**config.mk**
```make
export PLATFORM = sky130hd
export DESIGN_NAME = rx_module_3
export DESIGN_NICKNAME = d
export VERILOG_FILES = /design/src/rtl/rx_module_3_pkg.sv /design/src/rtl/rx_module_3_sync_edge.sv /design/src/rtl/rx_module_3.sv
export SDC_FILE = /design/constraint.sdc
export NUM_CORES = 1
export LEC_CHECK = 0
export BUFFER_PORTS_ARGS = -buffer_cell sky130_fd_sc_hd__buf_2
export CAP_MARGIN = 0
export CORE_ASPECT_RATIO = 1.2
export CORE_MARGIN = 2
export CORE_UTILIZATION = 56
export DETAILED_ROUTE_END_ITERATION = 8
export GPL_TIMING_DRIVEN = 0
export PLACE_DENSITY = 0.86
export SYNTH_ARGS = -nofsm -noshare
export SYNTH_HDL_FRONTEND = slang
export SYNTH_HIERARCHICAL = 1
export SYNTH_SLANG_ARGS = --single-unit
```
**constraint.sdc**
```tcl
create_clock -name clk -period 5.8 [get_ports clk]
set_input_delay 0 -clock clk [delete_from_list [all_inputs] [get_ports clk]]
set_output_delay 0 -clock clk [all_outputs]
set_load 0.01 [all_outputs]
```
**src/rtl/rx_module_3_pkg.sv**
```systemverilog
// Shared definitions for the 8N1 UART receiver: FSM states and common bit periods.
package rx_module_3_pkg;

   localparam logic [12:0] Bps50M9600   = 13'd5208;
   localparam logic [12:0] Bps50M115200 = 13'd434;
   localparam logic [12:0] Bps12M9600   = 13'd1250;
   localparam logic [12:0] Bps12M115200 = 13'd104;

   typedef enum logic [1:0] {
      StIdle  = 2'd0,
      StStart = 2'd1,
      StData  = 2'd2,
      StStop  = 2'd3
   } rx_state_e;

endpackage

```
**src/rtl/rx_module_3_sync_edge.sv**
```systemverilog
// Two-flop synchronizer for the serial line plus falling-edge detect.
// All flops reset to 1 so the line reads idle out of reset.
module rx_module_3_sync_edge (
   input  logic clk_i,
   input  logic rst_ni,
   input  logic rx_i,
   output logic s1_o,
   output logic fall_o
);

   logic meta_q;
   logic s1_q;
   logic s2_q;

   always_ff @(posedge clk_i or negedge rst_ni) begin
      if (!rst_ni) begin
         meta_q <= 1'b1;
         s1_q   <= 1'b1;
         s2_q   <= 1'b1;
      end else begin
         meta_q <= rx_i;
         s1_q   <= meta_q;
         s2_q   <= s1_q;
      end
   end

   assign s1_o   = s1_q;
   assign fall_o = s2_q & ~s1_q;

endmodule

```
**src/rtl/rx_module_3.sv**
```systemverilog
// 8N1 UART receiver: mid-bit sampling with a clock-count bit timer, LSB first.
// Emits a one-clock done strobe with the byte, or a one-clock framing-error strobe.
module rx_module_3
   import rx_module_3_pkg::*;
#(
   parameter logic [12:0] BPS = Bps50M115200
) (
   input  logic       clk,
   input  logic       rst_n,
   input  logic       rx_en_sig,
   input  logic       rx_pin,
   output logic [7:0] rx_data,
   output logic       rx_done_sig,
   output logic       frame_err,
   output logic       rx_busy
);

   localparam logic [12:0] HALF = BPS >> 1;

   logic        s1;
   logic        fall;
   rx_state_e   state_q;
   logic [12:0] cnt_q;
   logic [2:0]  idx_q;
   logic [7:0]  sh_q;
   logic [7:0]  rx_data_q;
   logic        done_q;
   logic        ferr_q;
   logic        busy_q;

   rx_module_3_sync_edge u_sync (
      .clk_i  (clk),
      .rst_ni (rst_n),
      .rx_i   (rx_pin),
      .s1_o   (s1),
      .fall_o (fall)
   );

   always_ff @(posedge clk or negedge rst_n) begin
      if (!rst_n) begin
         state_q   <= StIdle;
         cnt_q     <= '0;
         idx_q     <= '0;
         sh_q      <= '0;
         rx_data_q <= '0;
         done_q    <= 1'b0;
         ferr_q    <= 1'b0;
         busy_q    <= 1'b0;
      end else begin
         done_q <= 1'b0;
         ferr_q <= 1'b0;
         if (!rx_en_sig) begin
            state_q <= StIdle;
            cnt_q   <= '0;
            idx_q   <= '0;
            busy_q  <= 1'b0;
         end else begin
            unique case (state_q)
               StIdle: begin
                  if (fall) begin
                     state_q <= StStart;
                     cnt_q   <= '0;
                     busy_q  <= 1'b1;
                  end
               end
               StStart: begin
                  if (cnt_q == HALF - 13'd1) begin
                     cnt_q <= '0;
                     // A start bit that is high again at its midpoint is a glitch.
                     if (!s1) begin
                        state_q <= StData;
                        idx_q   <= '0;
                     end else begin
                        state_q <= StIdle;
                        busy_q  <= 1'b0;
                     end
                  end else begin
                     cnt_q <= cnt_q + 13'd1;
                  end
               end
               StData: begin
                  if (cnt_q == BPS - 13'd1) begin
                     cnt_q <= '0;
                     sh_q  <= {s1, sh_q[7:1]};
                     idx_q <= idx_q + 3'd1;
                     if (idx_q == 3'd7) begin
                        state_q <= StStop;
                     end
                  end else begin
                     cnt_q <= cnt_q + 13'd1;
                  end
               end
               StStop: begin
                  if (cnt_q == BPS - 13'd1) begin
                     // Leave at mid-stop so a start bit right after the stop bit is caught.
                     cnt_q   <= '0;
                     state_q <= StIdle;
                     busy_q  <= 1'b0;
                     if (s1) begin
                        rx_data_q <= sh_q;
                        done_q    <= 1'b1;
                     end else begin
                        ferr_q <= 1'b1;
                     end
                  end else begin
                     cnt_q <= cnt_q + 13'd1;
                  end
               end
               default: begin
                  state_q <= StIdle;
                  busy_q  <= 1'b0;
               end
            endcase
         end
      end
   end

   assign rx_data     = rx_data_q;
   assign rx_done_sig = done_q;
   assign frame_err   = ferr_q;
   assign rx_busy     = busy_q;

endmodule

```
Word level (Yosys, flattened, before mapping)
Cells that the tools add are included.
- memory bits (writable): 0
- latch bits: 0
- memory bits (read-only): 0
- memories kept: 0
- bits in registers: 40
- input port bits: 4
- word-level logic and storage cells: 69
- $add $sub $neg: 2
- multipliers: 0
- mux-type cells: 32
- reduce and logical (&&, ||, !) cells: 7
- eq/ne operators: 15
- order comparisons: 0
- shift-type cells: 0
- bitwise gates (word level): 2
- divide/modulo/power cells: 0
- operators by type and width (operator ; number):
    2-to-1 mux 13 bit ; 4
    case mux 13 bit (3 select lines) ; 1
    != test 3 bit (second input constant) ; 6
    2-to-1 mux 2 bit ; 7
    adder 13 x 1 -> 13 bit (second input constant) ; 1
    equality test 13 x 8 -> 1 bit (second input constant) ; 1
    equality test 13 x 9 -> 1 bit (second input constant) ; 1
    2-to-1 mux 1 bit ; 13
    2-to-1 mux 3 bit ; 4
    AND reduction 5 bit ; 2
    case mux 2 bit (4 select lines) ; 1
    AND reduction 4 bit ; 2
    case mux 3 bit (2 select lines) ; 1
    equality test 2 bit (second input constant) ; 2
    != test 4 x 1 -> 1 bit (second input constant) ; 1
    adder 3 x 1 -> 3 bit (second input constant) ; 1
    equality test 3 bit (second input constant) ; 1
    != test 3 x 1 -> 1 bit (second input constant) ; 1
    != test 3 x 2 -> 1 bit (second input constant) ; 1
    case mux 1 bit (3 select lines) ; 1
    AND reduction 3 bit ; 1
    equality test 2 x 1 -> 1 bit (second input constant) ; 1
    zero test 2 bit ; 1
    OR reduction 2 bit ; 1
    2 further kinds ; 2

Depth between registers and ports, before layout
Gate-level depths: netlist (run 1).
- word-level depth: 5
- mapped depth: 8
- mapped depth without buffers: 7

Modules after synthesis
Netlist (run 1), hierarchy kept.
- by module, submodules not included (module ; cells each ; sequential area each (um2) ; area each (um2) ; instances):
    rx_module_3 ; 155 ; 925.9 ; 1773.0 ; 1
    rx_module_3_sync_edge ; 4 ; 78.8 ; 92.6 ; 1

Worst setup path after synthesis (run 1)
No wires, ideal clock.
- path type: register to register
- from: reg cnt_q[9]
- to: reg sh_q[0]
- arrival time: 2.233 ns
- stages on the path, launching flop included: 7
- library setup time: 0.125 ns
- required time: 5.675 ns
- setup slack: 3.442 ns
- period minus slack after synthesis: 2.358 ns
- cells stage by stage: dfrtp_1 -> or3_1 -> or4_1 -> buf_6 -> nor3_1 -> buf_2 -> mux2_2
- cells in the longest elaborated chain, start to end: 2
- ends and longest elaborated chain (item ; line ; source):
    start, declared ; rx_module_3.sv:23 ; logic [12:0] cnt_q;
    start signal, assigned ; rx_module_3.sv:78 ; cnt_q <= cnt_q + 13'd1;
    start signal, assigned ; rx_module_3.sv:90 ; cnt_q <= cnt_q + 13'd1;
    start signal, assigned ; rx_module_3.sv:106 ; cnt_q <= cnt_q + 13'd1;
    equality test 13 x 9 -> 1 bit ; rx_module_3.sv:82 ; if (cnt_q == BPS - 13'd1) begin
    AND reduction 3 bit (no line) ; -- ;
    end signal, assigned ; rx_module_3.sv:84 ; sh_q <= {s1, sh_q[7:1]};
    end, declared ; rx_module_3.sv:25 ; logic [7:0] sh_q;
No other way between the ends.
A chain may end at the register's enable or synchronous reset.

Worst setup path in the final report (run 1)
- from: reg cnt_q[9]
- to: reg rx_data_q[1] (netlist: rx_data[1])
- cells in the longest elaborated chain, start to end: 2
- ends and longest elaborated chain (item ; line ; source):
    equality test 13 x 9 -> 1 bit ; rx_module_3.sv:94 ; if (cnt_q == BPS - 13'd1) begin
    AND reduction 4 bit (no line) ; -- ;
    end signal, assigned ; rx_module_3.sv:100 ; rx_data_q <= sh_q;
    end, declared ; rx_module_3.sv:26 ; logic [7:0] rx_data_q;
No other way between the ends.

==> run metrics, run 1 <==
outcome finished, final reports clean; routed len/inst 14.2 microns; CTS tree built; Worst-path clk slew 0.12 ns; CTS buffer count 5; worst vdd ir 0.149 mV; crit path capture type register; cell count after synthesis 159; final worst path period need 2.55 ns; max_cap viols 0; global route overflow 0; synth top area cells dfrtp_1 (50%), mux2_2 (10%), dfstp_2 (4.2%); clock sink total 40; Peak Freq 0.392 GHz; post-route insts no fill 219; predominant post-synthesis flop cell dfrtp_1; post-synthesis cell type count 38; Seq/Total Area, Yosys 0.539; Slew Viols, Final 0; Mean Syn Cell Area 11.7 sq um; full die area 3810 sq um; DRC Markers 0; Startpoint Class register; crit path max fanout 10; Layout area overhead 10.3%; dpl cells 209; CP Class register to register; WP data required 6.04 ns; leakage power figure 0.000984 uW; GPL Wtd Cong 0.892; final hold violations 0; hold slack 0.0418 ns; Synth Net Count 168; Total GRT Usage 0.192; Mapped Area 1870 sq um; Yosys reg bits 40; Yosys top cell area share 0.496; most instantiated library cell after synthesis dfrtp_1; htree depth 2; Fin Clk Skew 0.00655 ns; HPWL after DPL 2.21 mm; 1st-pass router iterations 4; Port Buffers 14; setup bufs post-CTS 0; number of flops mapped to enable cells by yosys 0; Final Power 488 uW; unrepaired setup endpoints after global routing no; initial core utilization 0.600; # rows 22; NumNets Final 191; Synth top cells by count dfrtp_1 (37), mux2_2 (17), nor2_1 (16); Iteration-0 DRC Markers 53; die height 67.2 microns; vias post-DR 1233; post-route ant nets 0; CP arrival 2.80 ns; vias per std cell 5.63; first-pass GRT wire length 5.60 mm; die width 56.7 microns; vias in the first global route 1245; initial antenna violation count 0; worst skew pair latency 0.35 ns; Ports 15; drt total wl 3.10 mm; ant diodes 0; share of cells above drive strength 1 0.295; measured slew at the worst slew-check pin 0.849 ns; Period Utilization, post-route 0.440; asr flop ratio synth 1.00; largest net degree at the start of global routing 41; Core ar. 3110 sq um; clock root buffer clkbuf_4; Cell Pwr Density 237 nW/um^2; Synthesis Warnings 6; Setup TNS 0 ns; clk buf depth 2; Max transition margin 0.434; # setup viols final 0; Hold/Removal Path Class input pin to register; cell taking the most area after synthesis dfrtp_1
-- placed cells by master, fill, tap and decap left out, types with 2 or more instances in the layout --
master,instances
nor3_1,7
dfrtp_1,37
ha_1,5
buf_2,17
buf_6,2
clkbuf_4,5
xor2_1,3
o22ai_1,2
nor2_1,16
mux2_2,17
nand2_1,11
nand4_1,2
o21ai_0,3
or3_1,2
dlygate4sd3_1,2
or4_1,2
xnor2_1,8
dfstp_2,3
nand3_1,3
a21oi_1,2
inv_1,8
o21a_1,2
nor3b_1,2
a22o_1,3
-- metal layers --
metal | global-route usage | vias to the layer above | share of wire
met5 | 0 | - | 0
met4 | 0.0863 | 0 | 0.013
met3 | 0.0498 | 5 | 0.037
met2 | 0.323 | 24 | 0.49
met1 | 0.233 | 603 | 0.46
li1 | - | 601 | -
-- sequential cells by signal (all words and copies together), names as in the netlist --
register / cells
cnt_q: 13
frame_err: 1
rx_data: 8
rx_busy: 1
u_sync/s2_q: 1
rx_done_sig: 1
state_q: 2
sh_q: 8
u_sync/meta_q: 1
idx_q: 3
u_sync/s1_o: 1
-- critical path: stages, from the launching register on --
cell     delay, ns
dfrtp_1       0.43
or3_1         0.40
or4_1         0.54
buf_6         0.16
nor4_4        0.52
mux2_2        0.40
-- what timing repair did --
item                      4_1_cts  5_1_grt
hold buffers                    2        0
gates resized for setup         0        0
hold endpoints to repair       38        0
-- power breakdown --
group          internal (uW)  switching (uW)  total, uW
clock                   48.2            92.3        141
sequential               286            6.68        293
combinational           21.2            33.2       54.4
-- cells by family after synthesis --
family / share of synthesized area
and+or+nand+nor: 0.162
DFF: 0.539
AOI/OAI and AO/OA: 0.0677
muxes: 0.103
buffers and inverters: 0.0436
xor gates and xnor gates: 0.0516
adders and majority gates: 0.0335
-- area by class of cell --
cell class                 count  area [sq um]
timing repair buffer          16          90.1
inverter                       8          30.0
clock buffer                   6          41.3
multi-input combinational    105           779
sequential                    40          1000
clock inverter                 2          16.3
fill                         236          1050
buffer                         6          51.3
tap                           36          45.0
-- per-stage QoR --
step	instance area, sq um	worst slack (ns)	utilization
after CTS	2060	3.23	0.662
after detailed placement	1980	3.24	0.637
final	2060	3.25	0.662
after floorplan	1870	3.44	-
after global placement	1980	3.31	0.637
after global routing	2060	3.15	0.662
-- final timing paths --
check	start	end	slack, ns	cells past startpoint
max in group asynchronous	rst_n	rx_data[0]	4.98	2
min in group asynchronous	rst_n	cnt_q[1]	0.27	2
worst max-delay path	cnt_q[9]	rx_data[1]	3.25	5
worst min register to register	u_sync/meta_q	u_sync/s1_o	0.36	0
worst max register to register	cnt_q[9]	rx_data[1]	3.25	5
worst min-delay path	rx_en_sig	state_q[0]	0.04	3
No activity file was read; power rests on OpenSTA's default activity.
==> run 2, diff against run 1 <==
- ABC_AREA: not set -> 1
- CORE_UTILIZATION: 56 -> 53
- PLACE_DENSITY: 0.86 -> 0.85
- clock period: 5.8 -> 2 ns (I/O delays scaled with it)
==> run 2 against run 1 <==
Die area rose by 16%; routed wire length up 15%; synthesized cell count rose by 63%; clock power rose to 4.7 times the previous value; register-to-register slack worse by 2.9 ns; sequential share of layout area down 5.7 points; critical endpoint is now cnt_q[10]; core utilization shrank 3.1 points; via count grew 34%; sequential power grew to 3.0 times the previous value; global-route usage down 0.35 points; highest routed layer unchanged; area after synthesis increased by 10%.
==> run metrics, run 2 <==
Total GRT Usage 0.188; Final Power 1890 uW; largest net degree at the start of global routing 41; Peak Freq 0.624 GHz; CP max-delay cell dfrtp_1; hold depth 3; Cell Pwr Density 812 nW/um^2; delay-heaviest family, CP simple AND/OR/NAND/NOR gates; crit path capture type register; first-pass GRT wire length 6.33 mm; Worst Path Buf+Inv 2; most common cell after layout, fill and taps aside nand2_1; Fin Clk Skew 0.00694 ns; switching part of the total 0.295; Port Buffers 14; clock network power share 0.348; final worst path period need 1.60 ns; R2R cell count 9; DRC Markers 0; die height 72.3 microns; Core ar. 3690 sq um; initial antenna violation count 0; Mapped Area 2060 sq um; Int Pwr 1330 uW; cell count after synthesis 259; 1st-pass router iterations 4; measured slew at the worst slew-check pin 0.857 ns; CTS buffer count 5; global route overflow 0; synth top area cells dfrtp_1 (45%), nand2_1 (17%), nand3_1 (6.1%); predominant post-synthesis flop cell dfrtp_1; Reg2Reg Setup Slack 0.40 ns; max reg flops 13; Startpoint Class register; clock sink total 40; worst skew pair latency 0.29 ns; Crit path depth 9; worst vdd ir 0.518 mV; Synth Net Count 268; outcome finished, final reports clean; htree depth 2; Slew Viols, Final 0; Mean Syn Cell Area 7.96 sq um; vias post-DR 1652; Synth top cells by count nand2_1 (91), dfrtp_1 (37), inv_1 (31); HPWL after DPL 2.65 mm; die width 60.9 microns; Hold/Removal Path Class input pin to register; Max transition margin 0.429; Synthesis Warnings 6; Period Utilization, post-route 0.801; full die area 4400 sq um; Worst R2R End cnt_q[10]; post-route ant nets 0; WHS Endpoint cnt_q[11]; Biggest register cnt_q; GPL Wtd Cong 0.894; leakage power figure 0.00131 uW; PostCTS Resize Cnt 0; clock root buffer clkbuf_8; Ports 15; max incr delay on CP 0.40 ns; post-synthesis cell type count 25; ant diodes 0; # setup viols final 0; final hold violations 0; Worst-path clk slew 0.08 ns; WP data required 2.18 ns; unrepaired setup endpoints after global routing no; critical register-to-register path startpoint cnt_q[0]; clk buf depth 2; Psw 559 uW; drt total wl 3.55 mm; initial core utilization 0.558; share of cells above drive strength 1 0.170; Layout area overhead 13.1%; Yosys reg bits 40; CP Class register to register; crit path max fanout 7; number of flops mapped to enable cells by yosys 0; Iteration-0 DRC Markers 90; Comb power frac 0.181; sequential share of power 0.471; asr flop ratio synth 1.00; routed len/inst 10.6 microns; NumNets Final 291; vias per std cell 4.93; vias in the first global route 1560; most instantiated library cell after synthesis nand2_1; # rows 24; CTS tree built; CP cell instances inv_1 -> ha_1 -> nand2_1 -> nor2_1 -> nand3_1 -> nand3_2 -> nand3_2 -> inv_2 -> nor2_1; CP arrival 1.79 ns; cell taking the most area after synthesis dfrtp_1; Yosys top cell area share 0.449; HP Start rx_en_sig; commonest non-fill, non-tap cells in the layout nand2_1 (91), dfrtp_1 (37), inv_1 (31); Setup TNS 0 ns; max_cap viols 0; Seq/Total Area, Yosys 0.488
-- run 2: cell types whose count changed after synthesis, sizes merged, moves of 3 or more --
| cell | previous run | this run |
|---|---|---|
| o21ai | 3 | 7 |
| xnor2 | 8 | 0 |
| inv | 8 | 35 |
| nor3 | 7 | 1 |
| nand2 | 11 | 97 |
| buf | 5 | 2 |
| a22o | 3 | 0 |
| nand3 | 3 | 29 |
| nor2 | 16 | 29 |
| mux2 | 17 | 0 |
-- run 2: worst max-delay path by stage --
stage,endpoint,startpoint,slack [ns]
6_report,cnt_q[10],cnt_q[0],0.40
5_1_grt,cnt_q[3],cnt_q[0],0.26
4_1_cts,cnt_q[10],cnt_q[0],0.36
3_5_place_dp,cnt_q[10],cnt_q[0],0.39
3_3_place_gp,cnt_q[3],cnt_q[0],0.39
2_1_floorplan,cnt_q[4],u_sync/s1_o,0.60
-- run 2: final cells by class --
| class | instances | area (sq um) |
|---|---|---|
| plain buffers | 2 | 15.0 |
| clock inverters | 3 | 46.3 |
| inverters | 36 | 140 |
| flip-flops and latches | 40 | 1000 |
| multi-input cells | 181 | 901 |
| repair buffers | 16 | 90.1 |
| well taps | 52 | 65.1 |
| clock buffers | 5 | 68.8 |
| fillers | 324 | 1360 |
-- run 2: through the flow --
stage / util / hold WS (ns) / area [sq um] / worst slack (ns) / cells
finish: 0.631 / 0.0505 / 2330 / 0.398 / 335
global route: 0.631 / 0.0533 / 2330 / 0.262 / 335
CTS: 0.631 / 0.0401 / 2330 / 0.364 / 335
detailed placement: 0.595 / 0.106 / 2200 / 0.386 / 325
global placement: 0.595 / 0.105 / 2200 / 0.389 / 325
floorplan: - / -0.296 / 2060 / 0.599 / 259
-- run 2: routing by layer --
metal,global-route usage,wire length [microns],vias to the layer above,share of wire
li1,-,-,849,-
met1,0.236,1610,756,0.45
met2,0.311,1750,41,0.49
met3,0.0588,161,6,0.045
met4,0.0531,37,0,0.010
met5,0,0,-,0
-- run 2: cells by family after synthesis --
kind of cell	share of synthesized area
compound gates	0.0334
fa+ha+maj	0.0304
buf+inv	0.0753
xor+xnor	0.00850
flops	0.488
simple gates	0.365
-- run 2: worst min-delay path, stage by stage --
cell       delay, ns
buf_2           0.14
o2111ai_1       0.11
nand2_1         0.06
-- run 2: power by group through the flow --
| stage | Combinational, uW | Clock (uW) | Sequential [uW] |
|---|---|---|---|
| CTS | 347 | 681 | 890 |
| detailed placement | 341 | 0 | 906 |
| global placement | 336 | 0 | 905 |
| finish | 342 | 659 | 890 |
| floorplan | 250 | 0 | 902 |
| global route | 394 | 719 | 895 |
-- run 2: timing repair --
item / 4_1_cts / 5_1_grt
hold buffers: 2 / 0
setup buffers: 0 / 0
endpoints found under the hold margin: 38 / 0
==> run 3, diff against run 2 <==
- ABC_AREA: 1 -> 0
- PLACE_DENSITY: 0.85 -> 0.86
- clock period: 2 -> 1.4 ns (I/O delays scaled with it)
==> run 3 against run 2 <==
The flow now finishes with violations (negative setup slack); final area up 6.5%; global-route usage grew 6.3 points; sequential power increased by 36%; critical path depth down 1; non-clock buffer count grew 23; worst setup slack got worse by 1.3 ns; critical endpoint is now sh_q[1]; clock skew about the same.
==> run metrics, run 3 (synthesis gave the netlist of run 1 again) <==
unrepaired setup endpoints after global routing yes; post-route ant nets 0; Hold/Removal Path Class input pin to register; clk buf depth 2; HPWL after DPL 2.27 mm; worst skew pair latency 0.30 ns; leakage power figure 0.00114 uW; initial core utilization 0.554; Core ar. 3370 sq um; commonest non-fill, non-tap cells in the layout dfrtp_1 (36), mux2_4 (17), buf_4 (17); CTS buffer count 5; Max transition margin 0.428; die height 69.0 microns; DP Area 1990 sq um; Cell Pwr Density 1010 nW/um^2; Port Buffers 14; 1st-pass router iterations 4; Worst-path clk slew 0.08 ns; max_cap viols 0; clock root buffer clkbuf_8; Layout area overhead 33.1%; CTS tree built; GPL Wtd Cong 0.799; drt total wl 4.48 mm; Peak Freq 0.435 GHz; die width 58.2 microns; sequential share of power 0.484; switching part of the total 0.256; vias in the first global route 1426; clock sink total 40; Final Cell Area 2480 sq um; CP arrival 2.48 ns; Period Utilization, post-route 1.64; ant diodes 0; Int Pwr 1870 uW; Total GRT Usage 0.251; # rows 23; crit path max fanout 8; routed len/inst 18.7 microns; Slew Viols, Final 0; vias per std cell 5.79; DRC Markers 0; first-pass GRT wire length 7.25 mm; Final Power 2510 uW; share of cells above drive strength 1 0.460; Startpoint Class register; Psw 643 uW; WP data required 1.58 ns; CP Class register to register; final hold violations 0; Ports 15; clock network power share 0.376; max reg flops 13; failing checks negative setup slack; measured slew at the worst slew-check pin 0.846 ns; final setup margin -0.901 ns; NumNets Final 210; Place WS -1.14 ns; # setup viols final 37; initial antenna violation count 0; most common cell after layout, fill and taps aside dfrtp_1; vias post-DR 1384; Comb power frac 0.140; final worst path period need 2.30 ns; full die area 4010 sq um; htree depth 2; global route overflow 0; Fin Clk Skew 0.00718 ns; worst vdd ir 1.00 mV; largest net degree at the start of global routing 41; Iteration-0 DRC Markers 74; Biggest register cnt_q; crit path capture type register; outcome finished with violations
[run 3: cell count changes in the layout (fill, tap and decap cells not counted), sizes merged, moves of 3 or more]
cell	delta
mux2	+17
nand3	-26
buf	+22
nand2	-86
inv	-28
xnor2	+8
nor3	+6
o21ai	-4
a22o	+3
nor2	-13
[run 3: area by class of cell]
type	count	area, sq um
inverters	8	30.0
repair buffers	36	251
multi-input cells	105	985
clock buffers	5	68.8
plain buffers	5	52.6
flip-flops and latches	40	1010
fillers	218	885
well taps	37	46.3
clock inverters	3	42.5
[run 3: repair_timing]
item	4_1_cts	5_1_grt
hold buffers	2	0
setup endpoints to repair	37	37
buffers inserted	12	8
pin swaps	7	12
gates cloned	0	1
resized for setup	36	20
endpoints found under the hold margin	38	0
[run 3: path summary, 6_finish.rpt]
path,from,endpoint,slack (ns),cells past startpoint
worst max-delay path,cnt_q[1],sh_q[1],-0.90,8
worst min register to register,u_sync/meta_q,u_sync/s1_o,0.37,0
worst max register to register,cnt_q[1],sh_q[1],-0.90,8
worst min-delay path,rx_en_sig,state_q[0],0.12,3
max in group asynchronous,rst_n,cnt_q[0],0.47,2
min in group asynchronous,rst_n,cnt_q[1],0.34,2
[run 3: metal layers]
layer,vias up,track usage,share of wire
met4,0,0.0959,0.021
met5,-,0,0
li1,634,-,-
met1,697,0.291,0.39
met2,41,0.459,0.56
met3,12,0.0485,0.033
[run 3: metrics by stage]
| step | hold slack (ns) | instances | utilization | setup TNS, ns |
|---|---|---|---|---|
| after floorplan | -0.296 | 159 | - | -28.44 |
| after global placement | 0.105 | 210 | 0.590 | -32.73 |
| after detailed placement | 0.110 | 210 | 0.590 | -33.79 |
| after CTS | 0.106 | 232 | 0.699 | -29.88 |
| after global routing | 0.133 | 239 | 0.737 | -31.31 |
| final | 0.124 | 239 | 0.737 | -29.43 |
[run 3: critical path, cell delays in order (launching register included)]
cell	delay (ns)
dfrtp_1	0.40
inv_2	0.11
ha_4	0.13
nand4b_1	0.11
or4_4	0.57
buf_6	0.16
nor3_4	0.21
buf_6	0.18
mux2_4	0.32
[run 3: power groups by stage]
stage / combinational [uW] / sequential [uW] / clock, uW
finish: 352 / 1210 / 943
global route: 386 / 1220 / 1010
CTS: 281 / 1210 / 963
detailed placement: 223 / 1230 / 0
global placement: 216 / 1230 / 0
floorplan: 152 / 1230 / 0
